<file path="src/rtl/ps2_pkg.sv">
// Shared definitions for the PS/2 keyboard receive path: frame states and
// the scancode bytes that the decoder treats specially.
package ps2_pkg;

   typedef enum logic [1:0] {
      IDLE   = 2'd0,
      DATA   = 2'd1,
      PARITY = 2'd2,
      STOP   = 2'd3
   } frameState_e;

   localparam logic [7:0] PS2_EXT    = 8'hE0;
   localparam logic [7:0] PS2_BRK    = 8'hF0;
   localparam logic [7:0] PS2_BAT    = 8'hAA;
   localparam logic [7:0] PS2_ACK    = 8'hFA;
   localparam logic [7:0] PS2_ECHO   = 8'hEE;
   localparam logic [7:0] PS2_RESEND = 8'hFE;
   localparam logic [7:0] PS2_ERR0   = 8'h00;
   localparam logic [7:0] PS2_ERR1   = 8'hFF;

   // Keyboard status/response bytes that never represent a key.
   function automatic logic isDiscard(input logic [7:0] code);
      return (code == PS2_BAT)  || (code == PS2_ACK)    ||
             (code == PS2_ECHO) || (code == PS2_RESEND) ||
             (code == PS2_ERR0) || (code == PS2_ERR1);
   endfunction

endpackage

</file>
<file path="src/rtl/ps2_rx_frame.sv">
// PS/2 line conditioning and frame receiver: synchronises and filters the
// PS/2 clock, shifts in one 11-bit frame and validates start/parity/stop.
module ps2_rx_frame #(
   parameter int FILTER_LEN     = 8,
   parameter int TIMEOUT_CYCLES = 100000
) (
   input  logic       clk,
   input  logic       rst_n,
   input  logic       ps2CLK,
   input  logic       ps2DATA,
   output logic [7:0] rxByte,
   output logic       byteValid,
   output logic       err
);
   import ps2_pkg::*;

   localparam int FW = $clog2(FILTER_LEN + 1);
   localparam int TW = $clog2(TIMEOUT_CYCLES + 1);

   logic [1:0]   clkSync;
   logic [1:0]   dataSync;
   logic         clkS;
   logic         dataS;
   logic         filtClk;
   logic         filtClkPrev;
   logic [FW-1:0] filtCnt;
   logic         strobe;

   frameState_e  state, stateNext;
   logic [2:0]   bitCnt, bitCntNext;
   logic [7:0]   shiftReg, shiftNext;
   logic         parBit, parNext;
   logic         validNext, errNext;
   logic [TW-1:0] toCnt;
   logic         timeoutHit;

   assign clkS  = clkSync[1];
   assign dataS = dataSync[1];

   // Two-flop synchronisers; idle PS/2 lines are high, so reset to 1.
   always_ff @(posedge clk or negedge rst_n) begin
      if (!rst_n) begin
         clkSync  <= 2'b11;
         dataSync <= 2'b11;
      end else begin
         clkSync  <= {clkSync[0], ps2CLK};
         dataSync <= {dataSync[0], ps2DATA};
      end
   end

   // The filtered clock only follows the line after FILTER_LEN consecutive
   // disagreeing samples, so short glitches never produce a strobe.
   always_ff @(posedge clk or negedge rst_n) begin
      if (!rst_n) begin
         filtClk     <= 1'b1;
         filtClkPrev <= 1'b1;
         filtCnt     <= '0;
      end else begin
         filtClkPrev <= filtClk;
         if (clkS != filtClk) begin
            if (filtCnt == FW'(FILTER_LEN - 1)) begin
               filtClk <= clkS;
               filtCnt <= '0;
            end else begin
               filtCnt <= filtCnt + FW'(1);
            end
         end else begin
            filtCnt <= '0;
         end
      end
   end

   assign strobe = filtClkPrev & ~filtClk;

   // A strobe in the terminal-count cycle wins, so the timeout is masked by it.
   assign timeoutHit = (state != IDLE) && !strobe &&
                       (toCnt == TW'(TIMEOUT_CYCLES - 1));

   always_comb begin
      stateNext  = state;
      bitCntNext = bitCnt;
      shiftNext  = shiftReg;
      parNext    = parBit;
      validNext  = 1'b0;
      errNext    = 1'b0;
      if (strobe) begin
         case (state)
            IDLE: begin
               if (!dataS) begin
                  stateNext  = DATA;
                  bitCntNext = 3'd0;
               end
            end
            DATA: begin
               shiftNext = {dataS, shiftReg[7:1]};
               if (bitCnt == 3'd7) begin
                  stateNext = PARITY;
               end else begin
                  bitCntNext = bitCnt + 3'd1;
               end
            end
            PARITY: begin
               parNext   = dataS;
               stateNext = STOP;
            end
            STOP: begin
               if (dataS && (^{shiftReg, parBit})) begin
                  validNext = 1'b1;
               end else begin
                  errNext = 1'b1;
               end
               stateNext = IDLE;
            end
            default: stateNext = IDLE;
         endcase
      end else if (timeoutHit) begin
         stateNext = IDLE;
         errNext   = 1'b1;
      end
   end

   always_ff @(posedge clk or negedge rst_n) begin
      if (!rst_n) begin
         state     <= IDLE;
         bitCnt    <= 3'd0;
         shiftReg  <= 8'h00;
         parBit    <= 1'b0;
         byteValid <= 1'b0;
         err       <= 1'b0;
         toCnt     <= '0;
      end else begin
         state     <= stateNext;
         bitCnt    <= bitCntNext;
         shiftReg  <= shiftNext;
         parBit    <= parNext;
         byteValid <= validNext;
         err       <= errNext;
         if ((state == IDLE) || strobe || timeoutHit) begin
            toCnt <= '0;
         end else begin
            toCnt <= toCnt + TW'(1);
         end
      end
   end

   assign rxByte = shiftReg;

endmodule

</file>
<file path="src/rtl/ps2_key_decoder.sv">
// PS/2 keyboard front end: strips E0/F0 prefixes from received bytes and
// emits one-cycle make/break events with a held {extended, code} value.
module ps2_key_decoder #(
   parameter int FILTER_LEN     = 8,
   parameter int TIMEOUT_CYCLES = 100000
) (
   input  logic       clk,
   input  logic       rst_n,
   input  logic       ps2CLK,
   input  logic       ps2DATA,
   output logic [8:0] pressedKey,
   output logic       pressed,
   output logic       released,
   output logic       frameErr
);
   import ps2_pkg::*;

   logic [7:0] rxByte;
   logic       byteValid;
   logic       rxErr;
   logic       ext;
   logic       brk;

   ps2_rx_frame #(
      .FILTER_LEN    (FILTER_LEN),
      .TIMEOUT_CYCLES(TIMEOUT_CYCLES)
   ) u_rx (
      .clk      (clk),
      .rst_n    (rst_n),
      .ps2CLK   (ps2CLK),
      .ps2DATA  (ps2DATA),
      .rxByte   (rxByte),
      .byteValid(byteValid),
      .err      (rxErr)
   );

   // pressedKey only changes on a real key event so the slow consumer can
   // sample it at leisure; a broken frame also abandons any pending prefix.
   always_ff @(posedge clk or negedge rst_n) begin
      if (!rst_n) begin
         pressedKey <= 9'h000;
         pressed    <= 1'b0;
         released   <= 1'b0;
         frameErr   <= 1'b0;
         ext        <= 1'b0;
         brk        <= 1'b0;
      end else begin
         pressed  <= 1'b0;
         released <= 1'b0;
         frameErr <= rxErr;
         if (rxErr) begin
            ext <= 1'b0;
            brk <= 1'b0;
         end else if (byteValid) begin
            if (rxByte == PS2_EXT) begin
               ext <= 1'b1;
            end else if (rxByte == PS2_BRK) begin
               brk <= 1'b1;
            end else if (isDiscard(rxByte)) begin
               ext <= 1'b0;
               brk <= 1'b0;
            end else begin
               pressedKey <= {ext, rxByte};
               pressed    <= ~brk;
               released   <= brk;
               ext        <= 1'b0;
               brk        <= 1'b0;
            end
         end
      end
   end

endmodule

</file>
<file path="config.mk">
export PLATFORM = sky130hd
export DESIGN_NAME = ps2_key_decoder
export DESIGN_NICKNAME = d
export VERILOG_FILES = /design/src/rtl/ps2_pkg.sv /design/src/rtl/ps2_rx_frame.sv /design/src/rtl/ps2_key_decoder.sv
export SDC_FILE = /design/constraint.sdc
export NUM_CORES = 1
export LEC_CHECK = 0
export ABC_AREA = 0
export BUFFER_PORTS_ARGS = -buffer_cell sky130_fd_sc_hd__buf_2
export CAP_MARGIN = 20
export CORE_UTILIZATION = 54
export DETAILED_ROUTE_END_ITERATION = 7
export HOLD_SLACK_MARGIN = 0.1
export PLACE_DENSITY = 0.75
export SLEW_MARGIN = 20
export SYNTH_ARGS = -nofsm -noshare
export SYNTH_HDL_FRONTEND = slang
export SYNTH_SLANG_ARGS = --single-unit
</file>
<file path="constraint.sdc">
create_clock -name clk -period 1.8 [get_ports clk]
set_input_delay 0.18 -clock clk [delete_from_list [all_inputs] [get_ports clk]]
set_output_delay 0.18 -clock clk [all_outputs]
set_load 0.005 [all_outputs]
</file>
==> flow_metrics.py <==
metrics = {
    "routing": {
        "wl_um": 4650,
        "avgRoutedWirePerCell_um": 13.8,
        "dr.pass1.iters": 4,
        "antenna_left": 0,
        "vias": 1778,
        "drt_iter0_drc": 99,
        "post-route-drc-count": 0,
        "avgViaCountPerCell": 5.29,
    },
    "worst_setup_path": {
        "reg2reg_depth": 6,
        "startpoint_type": "register",
        "end_kind": "register",
        "crit_chain": "xor2_1, or3_1, a21oi_2, nor3_4, buf_6, mux2_4",
        "critPathArrivalTime_ns": 2.02,
        "cpPeakStageDelay_ns": 0.44,
        "slowest_stage": "dfrtp_1",
        "crit_fanout": 6,
        "required_ns": 2.02,
        "critPathKind": "reg -> reg",
        "ff2ff_setup_slack_ns": -0.0005,
    },
    "pwr": {
        "p_comb_share_pct": 20.7,
        "clockPowerShare_pct": 34.3,
        "share_seq_of_total_power_pct": 45.0,
        "switching_share_pct": 27.8,
        "p_int_uw": 2410,
        "power.density_nw_per_um2": 1060,
        "leakage_uw": 0.00149,
        "p_sw_uw": 931,
        "design_power_total_uw": 3340,
        "peakVddDrop_mv": 0.536,
    },
    "timing": {
        "final-setup-viol-count": 1,
        "rsz0062_at_grt": "true",
        "hold_violations": 0,
        "fin_crit_sh_pct": 100,
        "tightest_slew_ns": 0.401,
        "fmax_mhz": 555,
        "finalCriticalPeriod_ns": 1.80,
        "fin_skew_ns": 0.00768,
        "slew_headroom_pct": 73.0,
        "drv_slew": 0,
        "fin_ws_ns": -0.000549,
    },
    "synth": {
        "synth_edf_count": 0,
        "synthCells": 231,
        "synth_nets": 243,
        "synth_flop_cell": "dfrtp_1",
        "ys_warn_count": 0,
        "syn_area_per_cell_um2": 11.6,
        "seq_area_frac_synth_pct": 53.5,
        "synthArstFlopShare_pct": 100,
        "synth_area_um2": 2680,
        "synth.ff_latch_count": 57,
        "synth_cell_types": 42,
    },
    "floorplan": {
        "core_um2": 4750,
        "fp.dieW_um": 72.5,
        "num_rows": 25,
        "die-area_um2": 5250,
        "start_util_pct": 56.4,
        "ios": 16,
        "die_h_um": 72.5,
    },
    "final_layout": {
        "antenna-diode-count": 0,
        "postLayoutCoreUtil_pct": 66.4,
        "fillerInstances": 366,
        "drive_above_1_share_pct": 28.6,
        "nets": 276,
        "area_growth_pct": 17.9,
    },
    "clock_tree": {
        "numCtsBuffers": 9,
        "cts_buffer_depth": 2,
        "clockRootBuffer": "clkbuf_8",
        "htree_levels": 3,
        "clk_pin_slew_ns": 0.06,
        "clkLatencyLatePin_ns": 0.34,
        "cts_tree": "yes",
        "clock-sinks": 57,
    },
    "grt": {
        "grt_antenna_before_repair": 0,
        "grt_pass1_wl_um": 7710,
        "track_usage_pct": 20.0,
        "grt_pass1_vias": 1660,
        "grt_max_degree": 58,
        "grt-ovfl-total": 0,
    },
    "outcome": {
        "status": "finished with violations",
        "violations": "negative setup slack",
    },
    "place": {
        "portBuffers": 15,
        "dp_hpwl_um": 3090,
        "gp_congestion": 0.760,
    },
    "worst_hold_path": {
        "holdCritPathClass": "reg -> reg",
        "hold_path_depth": 0,
    },
    "run": {
        "drv_cap": 0,
    },
}
==> power by group through the flow <==
stage	Combinational [uW]	Clock (uW)	Sequential [uW]
floorplan	472	0	1490
global placement	656	0	1520
detailed placement	667	0	1520
CTS	679	1170	1500
global route	767	1240	1520
finish	691	1150	1510
==> layer usage <==
metal / vias to the layer above / share of wire [%] / track usage (%)
li1: 863 / - / -
met1: 872 / 48 / 27.0
met2: 31 / 47 / 29.8
met3: 12 / 2.7 / 4.17
met4: 0 / 2.4 / 11.8
met5: - / 0 / 0
==> cell type report <==
cell class / count / area [um^2] / share of cell area, %
Sequential cell: 57 / 1440 / 45.4
Clock buffer: 13 / 149 / 4.71
Multi-Input combinational cell: 160 / 1190 / 37.8
Tap cell: 67 / 83.8 / 2.65
Timing Repair Buffer: 32 / 243 / 7.68
Clock inverter: 3 / 40.0 / 1.27
Inverter: 4 / 15.0 / 0.475
==> cells in the mapped netlist (2+ instances only) <==
cell type	count	area share, %
dfrtp_1	51	48
nor2_1	26	3.6
nand2_1	18	2.5
xor2_1	12	3.9
xnor2_1	11	3.6
mux2_2	9	3.8
mux2_4	9	5.0
nor3_1	9	1.7
ha_1	8	3.7
nand3_1	7	1.3
a21oi_1	6	1.1
dfstp_2	6	5.9
nand4_1	6	1.4
a22o_1	4	1.3
and3_1	4	0.93
buf_2	4	0.75
inv_1	4	0.56
clkbuf_1	3	0.42
o21ai_0	3	0.56
o21ai_1	3	0.56
buf_6	2	0.84
nand2b_1	2	0.47
nor2b_1	2	0.47
nor4_1	2	0.47
nor4bb_1	2	0.75
o21a_1	2	0.56
==> cells in the final DEF, fill, tap and decap left out, types with 3 or more instances in the layout <==
cell type	count
nand4_1	6
inv_1	4
nor2_1	26
nor3_1	5
mux2_4	9
nand3_1	7
buf_2	15
a22o_1	4
o21ai_0	3
dfrtp_1	50
clkbuf_8	10
a21oi_1	5
xnor2_1	11
dfstp_2	6
dlygate4sd3_1	3
mux2_2	9
nand2_1	18
ha_1	8
nor3_2	4
clkbuf_1	3
buf_4	10
and3_1	4
o21ai_1	3
xor2_1	12
==> flip-flops by register name (all words and copies together) (netlist names), 2 cells and up <==
signal and count:
u_rx.rxByte 8, u_rx.filtCnt 4, u_rx.toCnt 17, u_rx.bitCnt 3, u_rx.state 2, u_rx.clkSync 2
pressedKey 9, u_rx.dataSync 2
==> metrics by stage <==
| stage | std cells | area (um^2) | setup TNS [ns] | hold slack [ns] | worst slack (ns) |
|---|---|---|---|---|---|
| after floorplan | 231 | 2680 | -0.0254 | -0.116 | -0.00282 |
| after global placement | 314 | 2890 | -0.346 | 0.202 | -0.0389 |
| after detailed placement | 314 | 2890 | -0.871 | 0.201 | -0.108 |
| after CTS | 335 | 3120 | 0 | 0.353 | 0.00117 |
| after global routing | 336 | 3160 | -0.375 | 0.359 | -0.0544 |
| final | 336 | 3160 | -0.000549 | 0.352 | -0.000549 |
==> worst max-delay path: cells and delay by family, from the launching register on <==
kind | cells | cell delay, ns
AOI/OAI and AO/OA | 1 | 0.23
xor gates and xnor gates | 1 | 0.17
buffers and inverters | 1 | 0.15
DFF | 1 | 0.44
muxes | 1 | 0.30
and+or+nand+nor | 2 | 0.39
==> worst paths after layout <==
check,endpoint,startpoint
max reg2reg,pressedKey[5]$_DFFE_PN0P_,u_rx.rxByte[6]$_DFFE_PN0P_
min in group asynchronous,u_rx.filtCnt[2]$_DFF_PN0_,rst_n
min reg2reg,u_rx.clkSync[1]$_DFF_PN1_,u_rx.clkSync[0]$_DFF_PN1_
min,u_rx.clkSync[1]$_DFF_PN1_,u_rx.clkSync[0]$_DFF_PN1_
max in group asynchronous,u_rx.filtClkPrev$_DFF_PN1_,rst_n
max,pressedKey[5]$_DFFE_PN0P_,u_rx.rxByte[6]$_DFFE_PN0P_
==> kinds of logic after synthesis <==
family	share of synthesized area [%]
and+or+nand+nor	16.8
DFF	53.5
xor gates and xnor gates	8.36
AOI/OAI and AO/OA	5.56
muxes	9.24
buffers and inverters	2.85
adders and majority gates	3.73
==> repair_timing <==
item,CTS,global route
resized for setup,1,7
hold buffers,3,0
buffers inserted,2,1
setup endpoints to repair,9,12
endpoints found under the hold margin,53,0
pin swaps,2,1
cloned,0,0
(Power assumes the default switching activity.)
